<file path="src/rtl/rx_pack.sv">
// rx_pack: packs pairs of 4-bit nibbles into bytes and queues them in a
// small circular FIFO that feeds a byte-wide valid/ready sink.
//
// Ports:
//   clk, rst        - single clock, asynchronous active-high reset
//   valid_i, data_i - upstream nibble handshake (data_i is 4 bits)
//   ready_o         - nibble accept; no combinational path from byte_ready_i
//   flush_i         - discards a partially assembled byte
//   byte_valid_o    - a byte is available at the FIFO head
//   byte_o          - FIFO head byte; 8'h00 when byte_valid_o is low
//   byte_ready_i    - downstream byte accept
//   count_o         - FIFO occupancy, 0..DEPTH
//   drop_o          - one-cycle pulse after a flush discarded a held nibble
module rx_pack #(
  parameter int unsigned DEPTH     = 4,
  parameter bit          LSN_FIRST = 1'b1
) (
  input  logic                      clk,
  input  logic                      rst,
  input  logic                      valid_i,
  input  logic [3:0]                data_i,
  output logic                      ready_o,
  input  logic                      flush_i,
  output logic                      byte_valid_o,
  output logic [7:0]                byte_o,
  input  logic                      byte_ready_i,
  output logic [$clog2(DEPTH):0]    count_o,
  output logic                      drop_o
);

  localparam int unsigned AW = $clog2(DEPTH);
  localparam int unsigned CW = AW + 1;

  typedef enum logic {
    S_LOW,
    S_HIGH
  } state_t;

  state_t          state_q;
  logic [3:0]      nib_q;
  logic [AW-1:0]   wr_ptr_q;
  logic [AW-1:0]   rd_ptr_q;
  logic [CW-1:0]   count_q;
  logic            drop_q;
  logic [7:0]      mem [DEPTH];

  logic            accept;
  logic            push;
  logic            pop;
  logic [7:0]      packed_byte;

  // The first nibble may be taken even when full; only the completing
  // nibble needs FIFO space. A same-cycle pop never opens space.
  assign ready_o     = !flush_i && ((state_q == S_LOW) || (count_q < CW'(DEPTH)));
  assign accept      = valid_i && ready_o;
  assign push        = accept && (state_q == S_HIGH);
  assign pop         = byte_valid_o && byte_ready_i;
  assign packed_byte = LSN_FIRST ? {data_i, nib_q} : {nib_q, data_i};

  assign byte_valid_o = (count_q != '0);
  assign byte_o       = byte_valid_o ? mem[rd_ptr_q] : 8'h00;
  assign count_o      = count_q;
  assign drop_o       = drop_q;

  // Pack FSM, FIFO pointers, occupancy counter and drop pulse.
  always_ff @(posedge clk or posedge rst) begin
    if (rst) begin
      state_q  <= S_LOW;
      nib_q    <= 4'h0;
      wr_ptr_q <= '0;
      rd_ptr_q <= '0;
      count_q  <= '0;
      drop_q   <= 1'b0;
    end else begin
      drop_q <= flush_i && (state_q == S_HIGH);

      if (flush_i) begin
        state_q <= S_LOW;
        nib_q   <= 4'h0;
      end else if (accept) begin
        case (state_q)
          S_LOW: begin
            nib_q   <= data_i;
            state_q <= S_HIGH;
          end
          default: begin
            state_q <= S_LOW;
          end
        endcase
      end

      if (push) begin
        wr_ptr_q <= wr_ptr_q + AW'(1);
      end
      if (pop) begin
        rd_ptr_q <= rd_ptr_q + AW'(1);
      end

      case ({push, pop})
        2'b10:   count_q <= count_q + CW'(1);
        2'b01:   count_q <= count_q - CW'(1);
        default: count_q <= count_q;
      endcase
    end
  end

  // Byte storage; contents are don't-care until counted as valid.
  always_ff @(posedge clk) begin
    if (push) begin
      mem[wr_ptr_q] <= packed_byte;
    end
  end

endmodule
</file>
<file path="config.mk">
export PLATFORM = sky130hd
export DESIGN_NAME = rx_pack
export DESIGN_NICKNAME = d
export VERILOG_FILES = /design/src/rtl/rx_pack.sv
export SDC_FILE = /design/constraint.sdc
export NUM_CORES = 1
export LEC_CHECK = 0
export BUFFER_PORTS_ARGS = -buffer_cell sky130_fd_sc_hd__buf_4
export CAP_MARGIN = 30
export CORE_AREA = 2 2 61 63
export CTS_CLUSTER_SIZE = 8
export DETAILED_ROUTE_END_ITERATION = 10
export DIE_AREA = 0 0 63 65
export PLACE_DENSITY = 0.76
export SYNTH_ARGS = -nofsm -noshare
export SYNTH_HDL_FRONTEND = slang
export SYNTH_SLANG_ARGS = --single-unit
export TNS_END_PERCENT = 100
</file>
<file path="constraint.sdc">
create_clock -name clk -period 2.4 [get_ports clk]
set_input_delay 0.48 -clock clk [delete_from_list [all_inputs] [get_ports clk]]
set_output_delay 0.48 -clock clk [all_outputs]
set_load 0.005 [all_outputs]
</file>
; ---- After elaboration in Yosys (flattened, before gate mapping)
; Memory sizes are Yosys's and may differ from the RTL's.
; Index checks and enable logic that the tools add are counted.
[totals]
memories = 1
reg_bits = 13
mem_bits_rw = 32
[classes]
muxes = 10
n_eq_ne = 3
n_bitwise = 1
order_cmp = 1
add_sub_neg = 4
n_reduce_logical = 11
[memory_table]
columns = memory, depth, word_bits, read_ports, rd_clocked_by_memory_dff, wr, line
row1 = mem, 4, 8, 1, 0, 1, 45  ; logic [7:0] mem [DEPTH];
[ops]
columns = op, n
row1 = two-way mux 4 bit, 3
row2 = two-way mux 8 bit, 1
row3 = case mux 3 bit (2 select lines), 1
row4 = logical AND 1 bit, 5
row5 = two-way mux 1 bit, 5
row6 = adder 2 x 1 -> 2 bit (second input constant), 2
row7 = nonzero test 2 bit, 2
row8 = adder 3 x 1 -> 3 bit (second input constant), 1
row9 = < comparator 3 bit (second input constant), 1
row10 = nonzero test 3 bit, 1
row11 = subtractor 3 x 1 -> 3 bit (second input constant), 1
row12 = equality test 2 x 1 -> 1 bit (second input constant), 1
row13 = equality test 2 bit (second input constant), 1
row14 = != test 2 bit (second input constant), 1
row15 = AND reduction 2 bit, 1
row16 = zero test 1 bit, 1
row17 = logical OR 1 bit, 1
row18 = inverter 1 bit, 1

; ---- Logic depth before layout (Yosys ltp)
; Gate-level depths: netlist of the first run.
[depth]
word_depth = 7
depth_mapped = 9
depth_no_buf = 8

; ---- Worst setup path after synthesis of the first run
; OpenSTA, ideal clock, no wires.
[synth_path]
path_type = in2reg
start = input port valid_i
end = register count_q[2] (netlist: count_o[2])
setup_ns = 0.127
t_arrival_ns = 1.764
cell_stages = 9
setup_slack_ns = 0.509
required_time_ns = 2.273
cell_sequence = nor4bb_1 -> clkbuf_1 -> inv_1 -> ha_1 -> inv_1 -> fa_1 -> xor2_1 -> nor2_1 -> xor2_1
[synth_between]
elab_chain_cells = 4
word_cells_on_any_way = 6
classes_between = 2 x eq/ne / 1 x mux / 3 x reduce/logical
[synth_lines]
columns = element, line
row1 = "start, declared", 20  ; input logic valid_i,
row2 = logical AND 1 bit (*), 55  ; assign accept = valid_i && ready_o;
row3 = logical AND 1 bit (*), 56  ; assign push = accept && (state_q == S_HIGH);
row4 = equality test 2 x 1 -> 1 bit or equality test 2 bit (tied branches), 99  ; case ({push, pop})
row5 = case mux 3 bit (2 select lines) or nonzero test 2 bit (tied branches), n/a
row6 = "end signal, assigned", 100  ; 2'b10: count_q <= count_q + CW'(1);
row7 = "end signal, assigned", 101  ; 2'b01: count_q <= count_q - CW'(1);
row8 = "end signal, assigned", 102  ; default: count_q <= count_q;
row9 = "end, declared", 43  ; logic [CW-1:0] count_q;
; Mark *: on every way between the ends. The rest lies on a longest branch, timed or not.
; A chain may end at the register's enable or synchronous reset.

; ---- Worst setup path after layout of the first run
[layout_path]
start = register rd_ptr_q[0]
end = output port byte_o[3]
[layout_between]
elab_chain_cells = 2
[layout_lines]
columns = element, line
row1 = "start, declared", 42  ; logic [AW-1:0] rd_ptr_q;
row2 = "start signal, assigned", 96  ; rd_ptr_q <= rd_ptr_q + AW'(1);
row3 = memory read (4 x 8 bit), n/a
row4 = two-way mux 8 bit, 61  ; assign byte_o = byte_valid_o ? mem[rd_ptr_q] : 8'h00;
row5 = "end, declared", 25  ; output logic [7:0] byte_o,
; Every way passes these cells.

==> results of run 1 <==
[worst reg2reg max path: stages (launching register included)]
cell,delay [ns]
dfrtp_1,0.43
or3_4,0.47
and2_1,0.22
ha_1,0.21
inv_1,0.07
fa_1,0.18
xor2_1,0.15
nor2_1,0.07
xor2_1,0.14
[placed cells by master (no fill, tap or decap), types with 2 or more instances in the layout]
cell type | synthesis | routed
and2_1 | 14 | 14
nor2_1 | 6 | 6
xor2_1 | 3 | 3
clkbuf_4 | 0 | 5
inv_1 | 7 | 7
xnor2_1 | 3 | 3
mux2i_1 | 5 | 5
edfxtp_1 | 32 | 32
mux4_2 | 8 | 8
buf_4 | 0 | 23
ha_1 | 5 | 5
dfrtp_1 | 13 | 13
a21oi_1 | 2 | 2
[final cells by class]
| type | count | area [um^2] |
|---|---|---|
| Clock inverter | 2 | 33.8 |
| Multi-Input combinational cell | 54 | 533 |
| Tap cell | 48 | 60.1 |
| Fill cell | 269 | 1330 |
| Clock buffer | 6 | 41.3 |
| Inverter | 7 | 26.3 |
| Timing Repair Buffer | 24 | 184 |
| Sequential cell | 45 | 1290 |
[flip-flops by register name, summed over array words and instances (netlist names)]
name	cells
mem	32
nib_q	4
count_o	3
rd_ptr_q	2
wr_ptr_q	2
drop_o	1
state_q	1
[worst max path at each step]
stage                     slack (ns)  cells after the start          to
after floorplan                 0.51                      9  count_o[2]
after global placement          0.43                      9  count_o[2]
after detailed placement        0.36                      8  count_o[2]
after CTS                       0.05                      4   byte_o[3]
after global routing            0.04                      4   byte_o[3]
final                           0.12                      4   byte_o[3]
[cell usage after synthesis, drive strengths merged]
cell	instances	share of area, %
inv	7	1.4
xor2	3	1.4
mux4	8	9.6
or3	1	0.60
nor2b	1	0.33
nand3	1	0.27
a21oi	2	0.53
nor4bb	1	0.53
o21ai	1	0.27
and2	14	4.7
nand2b	1	0.33
xnor2	3	1.4
buf	3	1.5
nand2	1	0.20
ha	5	3.3
fa	1	1.1
dfrtp	13	17
edfxtp	32	51
clkbuf	2	0.46
nor2	6	1.2
mux2i	5	2.7
[cell families after synthesis]
kind of cell | after synthesis | synth area share (%)
AOI/OAI and AO/OA | 3 | 0.798
xor gates and xnor gates | 6 | 2.79
adders and majority gates | 6 | 4.39
buffers and inverters | 12 | 3.32
DFF | 45 | 68.4
muxes | 13 | 12.2
and+or+nand+nor | 26 | 8.11
[timing repair]
item	4_1_cts	5_1_grt
gates resized for setup	0	1
hold buffers	0	0
endpoints found under the setup margin	0	1
hold endpoints to repair	0	0
[power by group]
part           internal [W]  leakage (nW)  switching [W]
clock              0.000217        0.0399       0.000225
combinational      0.000439         0.355       0.000287
sequential         0.000916         0.453       0.000104
[through the flow]
step | power, W | std cells
final | 0.00219 | 186
after CTS | 0.00221 | 186
after detailed placement | 0.00176 | 178
after global routing | 0.00232 | 186
after floorplan | 0.00148 | 111
after global placement | 0.00173 | 178
[layer usage]
metal | GRT usage (%) | routed length (um) | vias to the layer above
met5 | 0 | 0 | -
met3 | 5.38 | 123 | 5
li1 | - | - | 449
met2 | 31.5 | 1630 | 18
met4 | 6.67 | 53 | 0
met1 | 21.0 | 1340 | 505
==> results.md, run 1 <==
- The H-tree was split into 2 levels.
- The startpoint of the most critical setup path is rd_ptr_q[0].
- The post-synth net total is roughly 130.
- The worst path needs ~2.3 ns of the cycle, external delays included.
- The register bit total from synthesis is between 40 and 50.
- The longest clock path from root to sink contains 2 buffers.
- Summing over every cut layer, the via total after detailed routing is slightly below 1000.
- The worst path meets setup with approximately 0.12 ns of slack.
- Routability-driven placement finished with a final weighted congestion of approximately 0.76.
- The start of the worst register-to-register path is count_o[0].
- The reg-to-reg critical path endpoint is count_o[2].
- At the placement stage, the worst setup path has a slack of roughly 0.36 ns.
- The flow ran to the end, and the final reports show no timing, DRC or antenna violations.
- In this run the power density over the cells is slightly above 1000 nW/um^2.
- After the last flow step, the layout net total stands at 152.
- The final number of hold-violating endpoints came to 0.
- The buffers plus inverters on the worst setup path is 2.
- The number of setup buffers added after CTS is 0.
- The area of the die is 4100 um^2.
- The max-slew violation count is 0.
- The total placed instance area is approximately 2100 um^2.
- The floorplan step defined a core boundary enclosing 3500 um^2.
- The register-to-register setup slack is between 0.3 and 0.4 ns.
- The buffer type at the clock tree root is clkbuf_4.
- For this run, the total global-route usage over all layers was measured as ~18%.
- TritonCTS created 5 clock buffers.
- The kind of end point of the critical path is an output port.
- The analysis attributes to cell leakage a power of between 0.8 and 0.9 nW.
- The number of top-level pins is 23.
- The data arrival time of the critical path is between 1.5 and 2 ns.
- At the end of the flow the core is filled with cells to 61.9%.
- The finished cells cover 2160 um^2.
- The number of different library cells in the post-synthesis netlist is 23.
- The aggregate negative setup slack is 0 ns.
- The detailed-route vias per instance is ~5.3.
- Synthesis produced 111 cells.
- The smallest hold slack is between 0.1 and 0.15 ns.
- The first detailed-routing pass ran for 4 iterations.
- The count of clock tree sinks is between 40 and 50.
- The horizontal die dimension is roughly 63 um.
- Setup violations remaining at the end of the flow were counted as 0.
- The type of the setup path with the least slack is flip-flop to output port.
- The antenna cell count is 0.
- Cells with a size suffix above 1 make up between 20 and 30% of the layout.
- The sequential cell area fraction in the yosys report is between 60% and 70%.
- The number of global-route vias before repair is ~1100.
- Dividing the synthesized area by the synthesized cell count gives roughly 17 um^2.
- In this run, the number of DRC markers left after iteration 0 of detailed routing was 34.
- Dividing the detail-routed wire length by the instance count gives approximately 17 um.
- The tightest slew margin relative to the limit is between 60% and 70%.
- The initial antenna violation count is 0.
- The number of max-cap violations is 0.
- Entering global routing, the biggest net connects 14 pins.
- The aggregate routed wire length is between 3000 and 4000 um.
- STA puts the critical path data required time at between 1.5 and 2 ns.
- The TritonCTS clock tree is done.
- The HPWL after detailed placement is between 2000 and 2500 um.
- The actual slew at the worst max-slew pin is 0.556 ns.
- The number of synthesis warnings is 0.
- The initial utilization of the core area, before any placement, comes to between 50% and 60%.
- The worst stage delay on the critical path is 0.53 ns.
- For this run, design rule violations remaining after detail routing come to 0.
- The number of placement rows is 22.
- For this run the aggregate overflow at the end of global routing stands at 0.
- The cell area after technology mapping is between 1500 and 2000 um^2.
- For the final database, setup skew stands at 0.0126 ns.
- In this run the vertical extent of the chip is around 65 um.
- The number of nets with antenna violations after detailed routing is 0.
- At the later pin of the worst-skew pair, clock insertion delay measures about 0.35 ns.
- Traced cell by cell, the critical path runs through buf_6 > mux4_2 > and2_1 > buf_4.
- The first global-routing pass estimated around 5200 um of wire.
- The min-delay analysis places its worst path in the category input port to async pin.
- The total of buffers placed on input and output ports is 22.
- The worst setup path is launched from a flip-flop.
- Setup repair after global routing left no endpoint under its margin.
- The depth of the most critical reg-to-reg path is 8.
- The category of cells accounting for the largest share of critical-path delay is multiplexers.
- The clock-pin slew on the worst setup and hold paths is roughly 0.12 ns.
- The biggest fanout along the worst timing path is 8.
- The area growth from synthesis to layout is 15.0%.
- The top achievable clock speed is roughly 0.44 GHz.
- IR analysis of the VDD net gives a maximum drop of about 0.00050 V.
- The final period utilization is a little over nine tenths.
- The largest individual stage delay along the critical path comes from the cell mux4_2.
Note: power is estimated with default switching activity, not from simulation.
==> run 2, diff against run 1 <==
CAP_MARGIN = not set   (was 30)
CORE_AREA = 2 2 78 50   (was 2 2 61 63)
DIE_AREA = 0 0 80 52   (was 0 0 63 65)
==> run 2 against run 1 <==
  * Cell count is 0.54% lower
  * Maximum frequency rose by 0.62%
  * Critical path type unchanged
  * Critical endpoint is now byte_o[1]
  * Largest cell class unchanged
  * Clock power increased by 23%
  * Count of clock-buffer cells in the layout stayed put
  * Sequential share of layout area fell by 1.0 points
==> results.md, run 2 (synthesis gave the netlist of run 1 again) <==
- The number of nets with antenna violations after detailed routing is 0 (unchanged).
- The met1 layer usage reported by global route is 24.4% (+3.5 points).
- The non-filler instance count after layout is 185 (-0.54%).
- The tightest slew margin relative to the limit came to 58.7% (-4.2 points).
- The routability congestion estimate is 0.706 (-6.6%).
- The data arrival time of the critical path is 1.79 ns (about the same).
- The top achievable clock speed was 0.441 GHz (+0.62%).
- The count of clock tree sinks was 45 (unchanged).
- The overall die height came to 52 um (-20%).
- The met3 capacity usage during global routing is 5.90% (+0.52 points).
- The area growth from synthesis to layout is 17.1%.
- The global-route wire length before repair is 5300 um (+1.3%).
- The placed wire-length estimate was 2200 um (-1.2%).
- The detailed-route vias per instance is 5.28 (+0.44%).
- The first-pass iteration count of the detailed router is 4 (unchanged).
- The depth of the most critical reg-to-reg path is 8 (unchanged).
- The setup clock skew after layout was 0.00385 ns (-0.00876 ns).
- The final period utilization is 94.4% (-0.58 points).
- The TritonCTS buffer count is 5 (unchanged).
- The number of top-level pins came to 23 (unchanged).
- The launching element type of the critical path is a flip-flop.
- The horizontal die dimension was 80 um (+27%).
- The smallest hold slack came to 0.223 ns (+0.0839 ns).
- The static leakage power came to 0.864 nW (+1.9%).
- The latest clock arrival within the worst-skew pair is 0.29 ns (-0.06 ns).
- The worst stage delay on the critical path came to 0.54 ns (about the same).
- The register-to-register setup slack is 0.37 ns (+0.02 ns).
- The largest net degree at the start of global routing came to 14 (unchanged).
- The area inside the core boundary is 3490 um^2 (-0.21%).
- The clock-pin slew on the worst setup and hold paths is 0.08 ns (-0.04 ns).
- The count of H-tree levels built during CTS is 2 (unchanged).
- The number of max-cap violations came to 0 (unchanged).
- The remaining global-route overflow is 0 (unchanged).
- TritonCTS built the clock tree.
- The number of global-route vias before repair is 1006 (-4.2%).
- The library cell used most frequently in the layout, excluding fill and tap cells, is edfxtp_1.
- The register with the highest flop count is mem.
- The max-slew violation count was 0 (unchanged).
- The biggest fanout along the worst timing path is 6 (-2).
- The number of placement rows is 17 (-23%).
- The final number of hold-violating endpoints is 0 (unchanged).
- The routed wirelength normalized by instance count is 17.4 um (+2.7%).
- The total of buffers placed on input and output ports was 22 (unchanged).
- Traced cell by cell, the critical path runs through buf_12 > mux4_2 > and2_1 > buf_4.
- In the layout the commonest cells are edfxtp_1 (32), buf_4 (23), and2_1 (14).
- The maximum buffer depth of the clock tree is 2 (unchanged).
- The initial detailed-routing violation count came to 80 (+140%).
- The type of the setup path with the least slack is flip-flop to output port.
- The count of endpoints failing setup in the final report is 0 (unchanged).
- The min-delay analysis places its worst path in the category input port to async pin.
- The number of remaining DRC errors is 0 (unchanged).
- The antenna cell count was 0 (unchanged).
- The global routing usage on met2 is 30.0% (-1.5 points).
- Setup repair after global routing left no endpoint under its margin.
- The combined global-route utilization of all metal layers is 18.3% (+0.29 points).
- The slowest cell on the critical path is dfrtp_1.
- The effective utilization at floorplan was 53.9% (+0.12 points).
- The actual slew at the worst max-slew pin is 0.618 ns (+0.0626 ns).
- The overall via count from detail_route was 976 (-0.10%).
- The fraction of final layout cells with drive strength greater than 1 came to 28.3% (unchanged).
- The net total in the final layout came to 152 (unchanged).
- The area of the die was 4160 um^2 (+1.6%).
- The peak supply drop came to 0.000544 V (+9.8%).
- The tree is rooted in a clkbuf_8.
- The aggregate routed wire length is 3220 um (+2.2%).
- The flow ran to the end, and the final reports show no timing, DRC or antenna violations.
- The fill cell total of the finished layout is 270 (+0.37%).
- The kind of end point of the critical path is an output port.
- The number of hold buffers added after cts was 0 (unchanged).
- The number of setup buffers added after CTS came to 0 (unchanged).
- The start of the worst register-to-register path is count_o[0].
- The number of flip-flops in the largest register was 32 (unchanged).
- The power density normalized to cell area was 1040 nW/um^2 (+3.4%).
- The reg-to-reg critical path endpoint is count_o[2].
- The layer flagged by global routing as most heavily used is met2.
- The instance count after placement with tap cells included is 177 (-0.56%).
- The initial antenna violation count came to 0 (unchanged).
- The worst endpoint required time is 1.92 ns (about the same).
- The quantity of gates resized following cts is 0 (unchanged).
- The aggregate negative setup slack is 0 ns (unchanged).
- The shortest clock period the worst path allows after layout is 2.27 ns (-0.0140 ns).
==> run 2: critical path, delay by kind of cell, from the launching register on <==
kind	cells	cell delay [ns]
buffers and inverters	2	0.31
DFF	1	0.54
muxes	1	0.49
and+or+nand+nor	1	0.17
==> run 2: how the worst max path moves through the flow <==
stage / end / startpoint / cells past startpoint / slack (ns)
detailed placement: count_o[2] / count_o[2] / 8 / 0.35
CTS: byte_o[1] / rd_ptr_q[0] / 4 / 0.11
global placement: mem[3][7] / flush_i / 4 / 0.44
finish: byte_o[1] / rd_ptr_q[0] / 4 / 0.13
global route: byte_o[1] / rd_ptr_q[0] / 4 / 0.04
floorplan: count_o[2] / valid_i / 9 / 0.51
==> run 2: power by group <==
part | leakage (nW) | internal (W) | switching [W]
clock network | 0.0528 | 0.000307 | 0.000236
registers | 0.453 | 0.000916 | 0.000123
logic | 0.359 | 0.000452 | 0.000268
==> run 2: area by class of cell <==
| class | count | area (um^2) | share of cell area [%] |
|---|---|---|---|
| Clock inverter | 2 | 33.8 | 1.53 |
| Timing Repair Buffer | 24 | 193 | 8.75 |
| Tap cell | 47 | 58.8 | 2.67 |
| Clock buffer | 6 | 72.6 | 3.29 |
| Sequential cell | 45 | 1290 | 58.4 |
| Multi-Input combinational cell | 54 | 533 | 24.2 |
| Inverter | 7 | 26.3 | 1.19 |
==> run 2: through the flow <==
step           cell area (um^2)  util, %  total power [W]  setup slack [ns]
5_1_grt                    2200     63.2          0.00245            0.0391
6_report                   2200     63.2          0.00230             0.133
3_3_place_gp               2100     60.1          0.00176             0.442
4_1_cts                    2200     63.2          0.00233             0.114
3_5_place_dp               2100     60.1          0.00179             0.353
2_1_floorplan              1880        -          0.00148             0.509
==> run 2: routing by layer <==
metal | wire length [um] | part of all wire, % | vias up
li1 | - | - | 446
met1 | 1400 | 44 | 506
met2 | 1680 | 52 | 22
met3 | 130 | 4.0 | 2
met4 | 7 | 0.22 | 0
met5 | 0 | 0 | -
